<file path="config.mk">
export PLATFORM = sky130hd
export DESIGN_NAME = sync_fifo_v2
export DESIGN_NICKNAME = d
export VERILOG_FILES = /design/src/rtl/sync_fifo_v2.sv
export SDC_FILE = /design/constraint.sdc
export NUM_CORES = 1
export LEC_CHECK = 0
export BUFFER_PORTS_ARGS = -buffer_cell sky130_fd_sc_hd__buf_2
export CAP_MARGIN = 20
export CELL_PAD_IN_SITES_DETAIL_PLACEMENT = 0
export CELL_PAD_IN_SITES_GLOBAL_PLACEMENT = 1
export CORE_ASPECT_RATIO = 1.25
export CORE_MARGIN = 1
export CORE_UTILIZATION = 56
export CTS_CLUSTER_DIAMETER = 100
export DETAILED_ROUTE_END_ITERATION = 10
export GPL_ROUTABILITY_DRIVEN = 0
export GPL_TIMING_DRIVEN = 0
export PLACE_DENSITY = 0.88
export SLEW_MARGIN = 0
export SYNTH_ARGS = -nofsm -noshare
export SYNTH_HDL_FRONTEND = slang
export SYNTH_SLANG_ARGS = --single-unit
export TNS_END_PERCENT = 5
</file>
<file path="constraint.sdc">
create_clock -name clk_in -period 5.28 [get_ports clk_in]
set_input_delay 0.264 -clock clk_in [delete_from_list [all_inputs] [get_ports clk_in]]
set_output_delay 0.264 -clock clk_in [all_outputs]
set_load 0.05 [all_outputs]
</file>
<file path="src/rtl/sync_fifo_v2.sv">
// Parametrised single-clock FIFO with thresholds, synchronous clear and error pulses.
// Define SYNC_FIFO_V2_SHOWAHEAD_EN for first-word-fall-through q; default is registered q.
module sync_fifo_v2 #(
    parameter int DATA_WIDTH    = 8,
    parameter int ADDR_WIDTH    = 4,
    parameter int AFULL_THRESH  = 14,
    parameter int AEMPTY_THRESH = 2
) (
    input  logic                  clk_in,
    input  logic                  rst,
    input  logic                  sclr,
    input  logic [DATA_WIDTH-1:0] data,
    input  logic                  wrreq,
    input  logic                  rdreq,
    output logic [DATA_WIDTH-1:0] q,
    output logic                  empty,
    output logic                  full,
    output logic                  almost_empty,
    output logic                  almost_full,
    output logic [ADDR_WIDTH:0]   usedw,
    output logic                  overflow,
    output logic                  underflow
);

    localparam int DEPTH = 2 ** ADDR_WIDTH;
    localparam logic [ADDR_WIDTH:0] DEPTH_U  = (ADDR_WIDTH + 1)'(DEPTH);
    localparam logic [ADDR_WIDTH:0] AFULL_U  = (ADDR_WIDTH + 1)'(AFULL_THRESH);
    localparam logic [ADDR_WIDTH:0] AEMPTY_U = (ADDR_WIDTH + 1)'(AEMPTY_THRESH);

    logic [DATA_WIDTH-1:0] mem [DEPTH];

    logic [ADDR_WIDTH-1:0] wr_ptr_q, wr_ptr_d;
    logic [ADDR_WIDTH-1:0] rd_ptr_q, rd_ptr_d;
    logic [ADDR_WIDTH:0]   usedw_q, usedw_d;
    logic                  overflow_q, overflow_d;
    logic                  underflow_q, underflow_d;
    logic                  wr_ok, rd_ok, mem_we;

    // Flags come straight from the registered count, so requests never reach them combinationally.
    assign empty        = (usedw_q == '0);
    assign full         = (usedw_q == DEPTH_U);
    assign almost_empty = (usedw_q <= AEMPTY_U);
    assign almost_full  = (usedw_q >= AFULL_U);
    assign usedw        = usedw_q;
    assign overflow     = overflow_q;
    assign underflow    = underflow_q;

    always_comb begin
        wr_ok       = wrreq & ~full;
        rd_ok       = rdreq & ~empty;
        wr_ptr_d    = wr_ptr_q;
        rd_ptr_d    = rd_ptr_q;
        usedw_d     = usedw_q;
        overflow_d  = 1'b0;
        underflow_d = 1'b0;
        mem_we      = 1'b0;
        if (sclr) begin
            wr_ptr_d = '0;
            rd_ptr_d = '0;
            usedw_d  = '0;
        end else begin
            mem_we      = wr_ok & ~rst;
            overflow_d  = wrreq & full;
            underflow_d = rdreq & empty;
            if (wr_ok) begin
                wr_ptr_d = wr_ptr_q + 1'b1;
            end
            if (rd_ok) begin
                rd_ptr_d = rd_ptr_q + 1'b1;
            end
            // Count is tracked explicitly; pointer difference is ambiguous at full.
            case ({wr_ok, rd_ok})
                2'b10:   usedw_d = usedw_q + 1'b1;
                2'b01:   usedw_d = usedw_q - 1'b1;
                default: usedw_d = usedw_q;
            endcase
        end
    end

    always_ff @(posedge clk_in) begin
        if (rst) begin
            wr_ptr_q    <= '0;
            rd_ptr_q    <= '0;
            usedw_q     <= '0;
            overflow_q  <= 1'b0;
            underflow_q <= 1'b0;
        end else begin
            wr_ptr_q    <= wr_ptr_d;
            rd_ptr_q    <= rd_ptr_d;
            usedw_q     <= usedw_d;
            overflow_q  <= overflow_d;
            underflow_q <= underflow_d;
        end
    end

    always_ff @(posedge clk_in) begin
        if (mem_we) begin
            mem[wr_ptr_q] <= data;
        end
    end

`ifdef SYNC_FIFO_V2_SHOWAHEAD_EN
    assign q = mem[rd_ptr_q];
`else
    logic [DATA_WIDTH-1:0] q_q, q_d;

    always_comb begin
        q_d = q_q;
        if (!sclr && rd_ok) begin
            q_d = mem[rd_ptr_q];
        end
    end

    always_ff @(posedge clk_in) begin
        if (rst) begin
            q_q <= '0;
        end else begin
            q_q <= q_d;
        end
    end

    assign q = q_q;
`endif

endmodule

</file>
==> results_dict.tcl <==
set metrics [dict create \
    grt_overflow 0 \
    final_cells 540 \
    insertion_delay_ns 0.42 \
    fill_cells 717 \
    nNetsFinal 417 \
    synth_top_cell_by_area "edfxtp_1" \
    antenna_left 0 \
    cts.clk_slew.worst_paths_ns 0.06 \
    first_pass_iters 5 \
    min-delay-start "rdreq" \
    post-route-util_pct 66.1 \
    drc 0 \
    seq_area_frac_synth_pct 70.9 \
    grt.met1_usage_pct 30.8 \
    drive_gt1_share_pct 29.4 \
    hold_end "underflow" \
    routedWlPerCell_um 21.9 \
    drv_cap 0 \
    synth_cells 341 \
    crit_start "usedw[1]" \
    finalCritPeriodShare_pct 65.7 \
    async_flop_share_pct 0 \
    synth_edf_count 128 \
    critical_path_buf_inv_count 2 \
    htree_levels 4 \
    cts_hold_buf 0 \
    worst_pin_slew_ns 0.986 \
    finalCriticalPeriod_ns 3.47 \
    numCtsBuffers 17 \
    cp-end-kind "flip-flop" \
    status "completed" \
    worstReg2RegStart "usedw[1]" \
    crit_chain "clkbuf_1, nor4_1, a21boi_1, inv_1, ha_1, xor2_1, ha_1, a211o_1, a211o_1, a31oi_1, xnor2_1, nor2_1" \
    min-delay-path-class "in2reg" \
    cts_tree "done" \
    max_stage_delay_ns 0.64 \
    hold_viol 0 \
    worstPathMaxFanout 10 \
    reg2reg_to "usedw[4]" \
    leakagePower_nw 2.34 \
    synth_nets 363 \
    grt_usage_pct 23.6 \
    die_y_um 118 \
    synth_flop_cell "edfxtp_1" \
    reg2regPathDepth 12 \
    row_count 42 \
    cpLargestDelayFamily "compound AO/OA/AOI/OAI gates" \
    dieArea_um2 11300 \
    synth_common_cells "128 x edfxtp_1, 34 x nor2_1, 32 x mux4_2" \
    drv_slew 0 \
    io_buffers 31 \
    crit_path_top_delay_cell "a21boi_1" \
    syn_area_um2 6070 \
    post_cts_buffers 0 \
    total_power_w 0.00255 \
    antennaDiodeCount 0 \
    skew_ns 0.00613 \
    place_hpwl_um 7620 \
    yosys_warnings 0 \
    vias 3236 \
    coreArea_um2 10600 \
    ir_drop_uv 272 \
    antenna_found_initial 0 \
    dp_cells 508 \
    required_ns 5.57 \
    initial_core_util_pct 57.5 \
    arrival_ns 3.76 \
    reg2reg_setup_slack_ns 1.81 \
    top_usage_layer "met2" \
    max_slew_margin_pct 34.1 \
    drt_iter0_drc 280 \
    cts-root-buf "clkbuf_16" \
    synth-seq-cells 151 \
    via_per_inst 5.99 \
    hold_depth 3 \
    rsz0062_at_grt "no" \
    use_met2_pct 38.4 \
    setup_viol 0 \
    cts_resized 0 \
    worstSetupPathType "reg2reg" \
    synth_cell_types 44 \
    use_met3_pct 5.98 \
    grt_pass1_vias 3180 \
    grt_pass1_wl_um 18400 \
    clock-sinks 151 \
    area_growth_pct 15.0 \
    drt-total-wl_um 11800 \
    synth_top_area_share_pct 63.3 \
    clockBufferDepth 2 \
    p_per_area_nw_per_um2 366 \
    grt_start_max_net_pins 17 \
    timing.fmax_ghz 0.288 \
    yosysMostFrequentCell "edfxtp_1" \
    die_w_um 95.1 \
    tns_ns 0 \
    worstSetupStartpointType "flip-flop" \
    synth.avg_cell_area_um2 17.8 \
    yosys-top-cells-area "edfxtp_1 63%, mux4_2 12%, dfxtp_1 7.6%" \
    num_io_pins 32 \
]
[state kept, by name (all words and copies together) (netlist names)]
name / flops
overflow: 1
rd_ptr_q: 4
q: 8
mem: 128
wr_ptr_q: 4
usedw: 5
underflow: 1
[cell usage in the layout, fill, tap and decap left out, types with 7 or more instances in the layout]
master	count
a221o_1	8
buf_2	39
clkbuf_1	10
clkbuf_16	17
dfxtp_1	23
edfxtp_1	128
ha_1	9
mux2_2	7
mux2i_1	9
mux4_2	32
nand2_1	9
nor2_1	34
[through the flow]
| stage | hold slack (ns) | worst slack, ns | cell area, um^2 |
|---|---|---|---|
| detailed placement | 0.472 | 1.81 | 6410 |
| global route | 0.0987 | 1.55 | 6980 |
| CTS | 0.0852 | 1.78 | 6980 |
| floorplan | 0.363 | 1.77 | 6070 |
| global placement | 0.465 | 1.86 | 6390 |
| finish | 0.0943 | 1.81 | 6980 |
[how the worst max path moves through the flow]
stage	endpoint	slack [ns]	cells past startpoint
2_1_floorplan	almost_empty	1.77	2
3_3_place_gp	usedw[4]	1.86	12
3_5_place_dp	usedw[4]	1.81	12
4_1_cts	usedw[4]	1.78	12
5_1_grt	usedw[4]	1.55	12
6_report	usedw[4]	1.81	12
[routing by layer]
layer | part of all wire, % | vias to the layer above
li1 | - | 1451
met1 | 39 | 1627
met2 | 52 | 142
met3 | 7.1 | 16
met4 | 1.6 | 0
met5 | 0 | -
[where the power goes]
group          total (W)  switching [W]  internal (W)
clock network    0.00115       0.000466      0.000689
registers        0.00130     0.00000433       0.00130
logic          0.0000932      0.0000644     0.0000289
[area by class of cell]
| class | count | area (um^2) | area share (%) |
|---|---|---|---|
| flip-flops and latches | 151 | 4300 | 61.7 |
| multi-input cells | 164 | 1640 | 23.5 |
| clock buffers | 18 | 429 | 6.15 |
| repair buffers | 35 | 180 | 2.58 |
| well taps | 132 | 165 | 2.37 |
| clock inverters | 14 | 134 | 1.92 |
| plain buffers | 20 | 98.8 | 1.42 |
| inverters | 6 | 25.0 | 0.359 |
[cells by family after synthesis]
family | Yosys count | synth area share [%]
XOR/XNOR | 10 | 1.44
buffers and inverters | 26 | 2.04
flip-flops | 151 | 70.9
adder cells (fa/ha/maj) | 9 | 1.86
AO/OA/AOI/OAI | 25 | 3.38
AND/OR/NAND/NOR | 72 | 5.71
multiplexers | 48 | 14.7
[worst min-delay path, delay by kind of cell]
family        cells  cell delay [ns]
simple gates      1             0.04
buf+inv           2             0.17
Note: power is estimated with default switching activity, not from simulation.
